<file path="config.mk">
export PLATFORM = sky130hd
export DESIGN_NAME = hamming74_encoder
export DESIGN_NICKNAME = d
export VERILOG_FILES = /design/src/rtl/hamming74_encoder_pkg.sv /design/src/rtl/hamming74_parity.sv /design/src/rtl/hamming74_encoder.sv
export SDC_FILE = /design/constraint.sdc
export NUM_CORES = 1
export LEC_CHECK = 0
export BUFFER_PORTS_ARGS = -buffer_cell sky130_fd_sc_hd__buf_2
export CAP_MARGIN = 20
export CORE_ASPECT_RATIO = 0.5
export CORE_MARGIN = 5
export CORE_UTILIZATION = 50
export DETAILED_ROUTE_END_ITERATION = 10
export PLACE_DENSITY = 0.8
export REMOVE_ABC_BUFFERS = 1
export SLEW_MARGIN = 20
export SYNTH_ARGS = -nofsm -noshare
export SYNTH_HDL_FRONTEND = slang
export SYNTH_HIERARCHICAL = 1
export SYNTH_SLANG_ARGS = --single-unit
</file>
<file path="constraint.sdc">
create_clock -name CLK -period 1.7 [get_ports CLK]
set_input_delay 0.425 -clock CLK [delete_from_list [all_inputs] [get_ports CLK]]
set_output_delay 0.425 -clock CLK [all_outputs]
set_load 0.02 [all_outputs]
</file>
<file path="src/rtl/hamming74_encoder_pkg.sv">
// rtl/hamming74_encoder_pkg.sv - shared constants and FSM encoding for the Hamming(7,4) encoder
package hamming74_encoder_pkg;

  localparam int HAM_K = 4;
  localparam int HAM_N = 7;

  typedef enum logic {
    ST_READ  = 1'b0,
    ST_WRITE = 1'b1
  } state_t;

endpackage

</file>
<file path="src/rtl/hamming74_parity.sv">
// rtl/hamming74_parity.sv - combinational Hamming(7,4) parity generator
module hamming74_parity (
  input  logic [3:0] d,
  output logic [2:0] p
);

  assign p[0] = d[0] ^ d[1] ^ d[3];
  assign p[1] = d[0] ^ d[2] ^ d[3];
  assign p[2] = d[1] ^ d[2] ^ d[3];

endmodule

</file>
<file path="src/rtl/hamming74_encoder.sv">
// rtl/hamming74_encoder.sv - serial Hamming(7,4) encoder between an input bit FIFO and an output bit FIFO
module hamming74_encoder
  import hamming74_encoder_pkg::*;
#(
  parameter int CNT_WIDTH = 16
) (
  input  logic                 CLK,
  input  logic                 RESET,
  input  logic                 FIFO_IN_DATA,
  output logic                 FIFO_IN_RE,
  input  logic                 FIFO_IN_EMPTY,
  output logic                 FIFO_OUT_DATA,
  output logic                 FIFO_OUT_WE,
  input  logic                 FIFO_OUT_FULL,
  output logic                 BUSY,
  output logic [CNT_WIDTH-1:0] CW_COUNT
);

  state_t               state, state_next;
  logic [2:0]           req_cnt, cap_cnt, wr_cnt;
  logic                 rd_pend;
  logic [HAM_K-1:0]     d_reg, d_next;
  logic [HAM_N-1:0]     cw_reg;
  logic [2:0]           parity;
  logic [CNT_WIDTH-1:0] cw_count;
  logic                 re, we;
  logic                 nibble_done, cw_done;

  assign nibble_done = rd_pend && (cap_cnt == 3'(HAM_K - 1));
  assign cw_done     = we && (wr_cnt == 3'(HAM_N - 1));

  // Nibble as it will look after this edge's capture, so the 4th bit reaches parity the same cycle
  always_comb begin
    d_next = d_reg;
    if (rd_pend) d_next[cap_cnt[1:0]] = FIFO_IN_DATA;
  end

  hamming74_parity u_parity (
    .d(d_next),
    .p(parity)
  );

  always_ff @(posedge CLK) begin
    if (!RESET) state <= ST_READ;
    else        state <= state_next;
  end

  always_comb begin
    state_next = state;
    case (state)
      ST_READ:  if (nibble_done) state_next = ST_WRITE;
      ST_WRITE: if (cw_done)     state_next = ST_READ;
      default:                   state_next = ST_READ;
    endcase
  end

  // Strobes are held off while reset is asserted so no FIFO entry is consumed or written then
  always_comb begin
    re = 1'b0;
    we = 1'b0;
    if (RESET) begin
      case (state)
        ST_READ:  re = !FIFO_IN_EMPTY && (req_cnt < 3'(HAM_K));
        ST_WRITE: we = !FIFO_OUT_FULL;
        default: ;
      endcase
    end
  end

  always_ff @(posedge CLK) begin
    if (!RESET) begin
      req_cnt  <= '0;
      cap_cnt  <= '0;
      wr_cnt   <= '0;
      rd_pend  <= 1'b0;
      d_reg    <= '0;
      cw_reg   <= '0;
      cw_count <= '0;
    end else begin
      rd_pend <= re;
      if (re) req_cnt <= req_cnt + 3'd1;
      if (rd_pend) begin
        d_reg   <= d_next;
        cap_cnt <= cap_cnt + 3'd1;
      end
      if (nibble_done) begin
        cw_reg  <= {parity, d_next};
        req_cnt <= '0;
        cap_cnt <= '0;
      end
      if (we) begin
        cw_reg <= {1'b0, cw_reg[HAM_N-1:1]};
        wr_cnt <= wr_cnt + 3'd1;
      end
      if (cw_done) begin
        wr_cnt   <= '0;
        cw_count <= cw_count + 1'b1;
      end
    end
  end

  assign FIFO_IN_RE    = re;
  assign FIFO_OUT_WE   = we;
  assign FIFO_OUT_DATA = cw_reg[0];
  assign BUSY          = (state == ST_WRITE) || (req_cnt != 3'd0) || rd_pend;
  assign CW_COUNT      = cw_count;

endmodule

</file>
; Word-level counts from Yosys, hierarchy flattened
; Index checks and enable logic that the tools add are counted.
[totals]
ff_bits = 38
wordCells = 52
[op_classes]
addsub = 4
magnitude_cmp = 3
n_eq_ne = 2
muxes = 13
n_bitwise = 8
reduce_logical = 13
[ops]
columns = operator, n
row1 = 16-bit by 1-bit adder with 16-bit output (second input constant), 1
row2 = 6-bit 2-to-1 mux, 2
row3 = 3-bit by 1-bit adder with 3-bit output (second input constant), 3
row4 = 1-bit 2-to-1 mux, 7
row5 = 2-bit OR reduction, 3
row6 = 1-bit bitwise XOR, 6
row7 = 4-bit bitwise mux, 1
row8 = 1-bit logical AND, 4
row9 = 4-bit 2-to-1 mux, 1
row10 = 3-bit by 2-bit == test with 1-bit output (second input constant), 1
row11 = 3-bit == test (second input constant), 1
row12 = 2-bit by 3-bit < comparator with 1-bit output (second input constant), 1
row13 = 3-bit < comparator (second input constant), 1
row14 = 3-bit nonzero test, 1
row15 = 1-bit demux with 2-bit select, 1
row16 = 2-bit by 1-bit greater-or-equal comparator with 1-bit output (second input constant), 1
row17 = 1-bit zero test, 2
row18 = 1-bit logical OR, 2
row19 = 1-bit NOT, 2
row20 = 1-bit case mux with 2 select lines, 1
row21 = 2-bit nonzero test, 1

; Depth between registers and ports, before layout
; Gate-level depths: netlist (run 1).
[depth]
word_depth = 10
depth_mapped = 8
mapped_depth_nobuf = 8

; Modules after synthesis
; Netlist (run 1), hierarchy kept.
[modules_own_cells]
columns = mod, n_inst, cells_each, area_per_inst_um2
row1 = hamming74_encoder, 1, 204, 1830.5
row2 = hamming74_parity, 1, 3, 71.3

; Worst setup path before layout (run 1)
; Ideal clock, no wire load.
[synth_path]
path_kind = reg-to-reg
from = reg cap_cnt[0]
to = reg cw_reg[5]
setup_time_ps = 137
arrival_ps = 1582
t_required_ps = 1563
path_slack_ps = -19
path_stages_with_launch = 9
n_path_buf = 0
cell_sequence = dfxtp_1 -> inv_1 -> ha_1 -> nand2_1 -> mux2i_1 -> inv_1 -> xor3_1 -> mux2i_1 -> a211oi_1
[synth_via]
elab_chain_cells = 10
word_cells_on_any_way = 14
classes_between = order compare (2) / eq/ne (1) / mux (6) / bitwise (2) / reduce/logical (3)
[synth_rtl]
columns = element, line_no
row1 = "start, declared", hamming74_encoder.sv:20  ; logic [2:0] req_cnt, cap_cnt, wr_cnt;
row2 = "start signal, assigned", hamming74_encoder.sv:84  ; cap_cnt <= cap_cnt + 3'd1;
row3 = 2-bit by 3-bit < comparator with 1-bit output (implied by the code) or 2-bit by 1-bit greater-or-equal comparator with 1-bit output (tied branches), hamming74_encoder.sv:35  ; if (rd_pend) d_next[cap_cnt[1:0]] = FIFO_IN_DATA;
row4 = 1-bit logical AND (implied by the code), hamming74_encoder.sv:35
row5 = 1-bit 2-to-1 mux (implied by the code), hamming74_encoder.sv:35
row6 = 1-bit demux with 2-bit select *, hamming74_encoder.sv:35
row7 = 4-bit bitwise mux *, hamming74_encoder.sv:35
row8 = 4-bit 2-to-1 mux *, hamming74_encoder.sv:35
row9 = net d_next[2], hamming74_encoder.sv:22  ; logic [HAM_K-1:0] d_reg, d_next;
row10 = 1-bit bitwise XOR * (2 in a row), hamming74_parity.sv:8  ; assign p[1] = d[0] ^ d[2] ^ d[3];
row11 = net parity[1], hamming74_encoder.sv:24  ; logic [2:0] parity;
row12 = 6-bit 2-to-1 mux *, hamming74_encoder.sv:86  ; if (nibble_done) begin
row13 = 6-bit 2-to-1 mux *, hamming74_encoder.sv:91  ; if (we) begin
row14 = "end signal, assigned", hamming74_encoder.sv:87  ; cw_reg <= {parity, d_next};
row15 = "end signal, assigned", hamming74_encoder.sv:92  ; cw_reg <= {1'b0, cw_reg[HAM_N-1:1]};
row16 = "end, declared", hamming74_encoder.sv:23  ; logic [HAM_N-1:0] cw_reg;
; Mark *: on every way through the listed nets, which the timed path passes. The rest lies on a longest branch. The select of a mux whose other input is x is not followed.
; A chain may end at the register's enable or synchronous reset.

; Worst setup path in the final report (run 1)
[layout_path]
from = reg req_cnt[0]
to = out BUSY
[layout_via]
elab_chain_cells = 3
[layout_rtl]
columns = element, line_no
row1 = "start, declared", hamming74_encoder.sv:20
row2 = "start signal, assigned", hamming74_encoder.sv:81  ; if (re) req_cnt <= req_cnt + 3'd1;
row3 = 3-bit nonzero test, hamming74_encoder.sv:105  ; assign BUSY = (state == ST_WRITE) || (req_cnt != 3'd0) || rd_pend;
row4 = 1-bit logical OR (2 in a row), hamming74_encoder.sv:105
row5 = "end, declared", hamming74_encoder.sv:15  ; output logic BUSY,
; Every way passes these cells.

==> impl_metrics.toml, run 1 <==
[route]
drcViolationCount = 0
detail_route.wl_per_cell_um = 14.46
wl_um = 4467
drtIter0Drc = 61
vias = 1643
drtPass1Iterations = 4
postRouteAntennaNets = 0
vias_per_cell = 5.317

[finish]
largest_register_ff_count = 16
flow.area_growth_from_synthesis_pct = 31.38
layout_common_cells = "nor2_1 (33), dfxtp_1 (31), buf_4 (26)"
antenna_cells = 0
drive_above_1_share_pct = 38.76
layout_commonest_cell = "nor2_1"
final_nets = 273

[cts]
clkTransAtPathRegs_ns = 0.07
root_buffer = "clkbuf_8"
clock-sinks = 38
cts_hold_buf = 0
cts_made_buffers = 5
clockBufferDepth = 2
clk_latency_ns = 0.29
cts_max_level = 2
cts_tree = "yes"

[placed_design]
dp_hpwl_um = 2852
gp_congestion = 0.8325
portBuffers = 24

[die]
die_area_sq_um = 5212
rows = 15
core_area_sq_um = 3547
start_util_pct = 53.62
fp.dieH_um = 53.61
pin_count = 25
die_w_um = 97.22

[synthesis]
synthFlopType = "dfxtp_1"
async_reset_ff_share_pct = 0
synth_seq_cells = 38
syn_avg_cell_area_sq_um = 9.188
ys_types = 36
syn_area_sq_um = 1902
yosysSeqAreaShare_pct = 40.00
yosysWarnings = 6
synth_cells = 207
synth_edf_count = 0

[setup_path]
critPathBufInv = 2
endpoint_kind = "output port"
reg2reg_from = "cap_cnt[0]"
cp_top_family = "simple AND/OR/NAND/NOR gates"
r2r_end = "cw_reg[6]"
reg2regPathDepth = 8
startpoint = "req_cnt[0]"
cp_max_fo = 2
path_depth = 4
critPathArrivalTime_ns = 1.39
start_kind = "flip-flop"
path_class = "flip-flop to output port"
crit_end = "BUSY"
r2r_slack_ns = -0.07
crit_chain = "inv_2, ha_4, or4b_4, buf_6"
slowest_delay_ns = 0.45
crit_slowest_cell = "or4b_4"
critPathRequiredTime_ns = 1.27

[sta]
slew_viol_final = 0
slew_headroom_pct = 76.58
setup_viol = 4
fin_ws_ns = -0.1124
fmax_mhz = 551.7
final.min_clock_period_ns = 1.812
whs_ns = 0.3255
fin_crit_sh_pct = 106.6
hold_viol = 0
rsz0062_at_grt = "yes"
tightest_slew_ns = 0.3481
finClkSkew_ns = 0.006735

[global_route]
track_usage_pct = 16.46
grt_pass1_wl_um = 6927
grt_start_max_net_pins = 24
grt_remaining_overflow = 0
grt_pass1_vias = 1615
antenna_found_initial = 0

[power]
power.density_nw_per_um2 = 663.8
leakagePower_nw = 1.074
ir_drop_v = 0.0003777
power.total_mw = 1.659

[run]
maxCapViolations = 0

[run_status]
violations = "setup timing"
status = "finished with violations"

[min_path]
min_path_type = "input pin to flip-flop"
-- final cells by class --
class / instances / area, sq um
inverter: 13 / 53.80
clock buffer: 7 / 76.32
sequential: 38 / 774.5
timing repair buffer: 52 / 344.1
multi-input combinational: 148 / 1186
fill: 245 / 1049
tap: 51 / 63.81
-- through the flow --
| stage | instance area (sq um) | setup slack (ns) | instances | TNS [ns] | utilization, % |
|---|---|---|---|---|---|
| after floorplan | 1867 | -0.02879 | 199 | -0.04529 | - |
| final | 2499 | -0.1124 | 309 | -0.2320 | 70.44 |
| after global routing | 2499 | -0.1618 | 309 | -0.4710 | 70.44 |
| after CTS | 2369 | -0.1060 | 310 | -0.1060 | 66.77 |
| after detailed placement | 2208 | -0.06217 | 295 | -0.08152 | 62.26 |
| after global placement | 2208 | 0.02775 | 295 | 0 | 62.26 |
-- Yosys cell counts, drive strengths merged (3+ instances only) --
| cell type | n | area share, % |
|---|---|---|
| dfxtp | 38 | 40 |
| nor2 | 33 | 6.5 |
| nand2 | 18 | 3.6 |
| inv | 13 | 2.6 |
| mux2i | 12 | 6.3 |
| ha | 10 | 6.6 |
| a211oi | 8 | 3.2 |
| a21oi | 7 | 1.8 |
| buf | 6 | 1.4 |
| nand2b | 6 | 2.0 |
| xnor2 | 6 | 2.8 |
| o21ai | 5 | 1.3 |
| a31o | 4 | 1.8 |
| and2 | 4 | 1.3 |
| nand3 | 4 | 1.1 |
| nand4 | 4 | 2.1 |
| nor4 | 4 | 2.3 |
| xor2 | 4 | 1.8 |
| or3 | 3 | 0.99 |
| xor3 | 3 | 3.8 |
-- cells by family after synthesis --
| logic type | Yosys count | share of synthesized area [%] |
|---|---|---|
| simple gates | 86 | 24.94 |
| flops | 38 | 40.00 |
| compound gates | 27 | 9.408 |
| buf+inv | 21 | 4.408 |
| xor+xnor | 13 | 8.355 |
| mux | 12 | 6.316 |
| fa+ha+maj | 10 | 6.579 |
-- worst min path at each step --
stage,start,endpoint,slack [ns],depth (start not counted)
final,FIFO_IN_EMPTY,rd_pend,0.33,2
after global routing,FIFO_IN_EMPTY,rd_pend,0.32,2
after CTS,FIFO_IN_EMPTY,rd_pend,0.32,2
after detailed placement,CW_COUNT[15],CW_COUNT[15],0.47,2
after global placement,CW_COUNT[15],CW_COUNT[15],0.45,2
after floorplan,req_cnt[2],rd_pend,0.45,1
-- metal layers --
metal / vias to the layer above / GRT usage, % / part of all wire [%]
met2: 48 / 31.96 / 52
met1: 778 / 18.36 / 42
met5: - / 0 / 0
met4: 0 / 5.057 / 1.0
li1: 811 / - / -
met3: 6 / 4.398 / 4.3
-- where the power goes --
part | switching [mW] | internal, mW | total, mW
logic | 0.0832 | 0.0864 | 0.170
registers | 0.0131 | 0.899 | 0.913
clock network | 0.294 | 0.282 | 0.576
total | 0.390 | 1.27 | 1.66
-- repair_timing --
| action | CTS | global route |
|---|---|---|
| setup endpoints to repair | 4 | 12 |
| gates resized for setup | 13 | 37 |
| pin swaps | 2 | 5 |
| hold endpoints to repair | 0 | 0 |
| buffers inserted | 8 | 1 |
(Power assumes the default switching activity.)
==> run 2, diff against run 1 <==
CORE_UTILIZATION = 51   (was 50)
HOLD_SLACK_MARGIN = 0.02   (was unset)
PLACE_DENSITY = 0.82   (was 0.8)
==> impl_metrics.toml, run 2 (synthesis gave the netlist of run 1 again) <==
[run_status]
status = "finished with violations"
violations = "setup timing"

[sta]
finClkSkew_ns = 0.004276
whs_ns = 0.3427
fmax_mhz = 537.4
hold_viol = 0
slew_viol_final = 0
fin_ws_ns = -0.1610
final.min_clock_period_ns = 1.861
tightest_slew_ns = 0.3127
setup_viol = 5
slew_headroom_pct = 78.89
fin_crit_sh_pct = 109.5
rsz0062_at_grt = "yes"

[setup_path]
critPathArrivalTime_ns = 2.03
cp_max_fo = 4
reg2regPathDepth = 8
reg2reg_from = "cap_cnt[0]"
start_kind = "flip-flop"
path_class = "flip-flop to flip-flop"
r2r_end = "cw_reg[4]"
critPathRequiredTime_ns = 1.87
r2r_slack_ns = -0.16
endpoint_kind = "flip-flop"
startpoint = "cap_cnt[0]"

[power]
ir_drop_v = 0.0004442
leakagePower_nw = 1.109
p_comb_share_pct = 9.9
switching_share_pct = 23.77
seq_power_share_pct = 55.0
power_switching_mw = 0.3939
clkPwrFrac_pct = 35.1
power.internal_mw = 1.263
power.density_nw_per_um2 = 654.8

[route]
drcViolationCount = 0
detail_route.wl_per_cell_um = 16.15
drtPass1Iterations = 4
postRouteAntennaNets = 0
wl_um = 5072
drtIter0Drc = 128
vias = 1725
vias_per_cell = 5.494

[placed_design]
gp_congestion = 0.8035
dp_hpwl_um = 2943
portBuffers = 24
place_inst = 296

[min_path]
min_to = "rd_pend"
min_path_type = "input pin to flip-flop"
hp-start = "FIFO_IN_EMPTY"
holdPathStages = 2

[finish]
final_nets = 278
antenna_cells = 0
flow.area_growth_from_synthesis_pct = 33.09
fillCellCount = 245
largest_register_ff_count = 16
layout_commonest_cell = "nor2_1"
drive_above_1_share_pct = 39.54
stdcell_count = 314
layout_common_cells = "nor2_1 (33), dfxtp_1 (32), buf_4 (31)"

[die]
pin_count = 25
core_area_sq_um = 3510
die_w_um = 96.36
die_area_sq_um = 5124
fp.dieH_um = 53.18
rows = 15
start_util_pct = 54.19

[run]
maxCapViolations = 0

[cts]
clockBufferDepth = 2
root_buffer = "clkbuf_8"
clkTransAtPathRegs_ns = 0.07
cts_made_buffers = 5
clk_latency_ns = 0.29
clock-sinks = 38
cts_max_level = 2
cts_tree = "yes"

[global_route]
grt_pass1_wl_um = 7583
antenna_found_initial = 0
grt_remaining_overflow = 0
grt_pass1_vias = 1671
track_usage_pct = 19.43
grt_start_max_net_pins = 24
## run 2: changes by cell type in the layout (fill, tap and decap cells not counted), moves of 2 or more
cell     delta
ha_4        -4
inv_4       -2
inv_1       +2
nand2_2     +2
buf_4       +5
ha_2        +3
## run 2: power by group through the flow
stage / combinational [mW] / clock (mW) / sequential [mW]
floorplan: 0.0645 / 0 / 0.928
global placement: 0.110 / 0 / 0.928
detailed placement: 0.117 / 0 / 0.929
CTS: 0.142 / 0.578 / 0.909
global route: 0.175 / 0.637 / 0.912
finish: 0.163 / 0.582 / 0.912
## run 2: worst max-delay path, cell delays in order (launching register included)
cell	delay, ns
dfxtp_4	0.36
buf_6	0.12
ha_4	0.14
nand2_2	0.07
mux2i_2	0.27
inv_2	0.08
xor3_1	0.38
mux2i_2	0.22
a211oi_2	0.10
## run 2: worst max-delay path by stage
stage	to	slack [ns]	cells past startpoint
4_1_cts	BUSY	-0.13	4
2_1_floorplan	cw_reg[5]	-0.03	8
3_5_place_dp	cw_reg[4]	-0.12	8
6_report	cw_reg[4]	-0.16	8
5_1_grt	cw_reg[4]	-0.20	9
3_3_place_gp	cw_reg[5]	0.009	8
## run 2: per-stage QoR
stage,utilization [%],total power [mW],TNS (ns),setup WS (ns),cell area (sq um)
5_1_grt,72.12,1.724,-0.8741,-0.2033,2531
4_1_cts,68.95,1.630,-0.1491,-0.1279,2420
3_3_place_gp,63.49,1.038,0,0.009495,2228
6_report,72.12,1.657,-0.4918,-0.1610,2531
2_1_floorplan,-,0.9924,-0.04529,-0.02879,1867
3_5_place_dp,63.49,1.045,-0.2141,-0.1205,2228
## run 2: area by class of cell
type	count	area (sq um)	share of cell area, %
sequential	38	770.7	30.45
clock buffer	7	76.32	3.015
tap	51	63.81	2.521
timing repair buffer	57	390.4	15.42
inverter	13	48.80	1.928
multi-input combinational	148	1181	46.66
## run 2: per-layer routing
layer  up-vias  part of all wire [%]  GRT usage [%]
li1        818                     -              -
met1       836                    41          21.23
met2        56                    52          36.57
met3        15                   5.2          4.261
met4         0                   2.0          8.372
met5         -                     0              0
## run 2: repair_timing
item,4_1_cts,5_1_grt
endpoints found under the setup margin,4,11
hold buffers,0,0
pin swaps,4,2
setup buffers,10,1
resized for setup,16,26
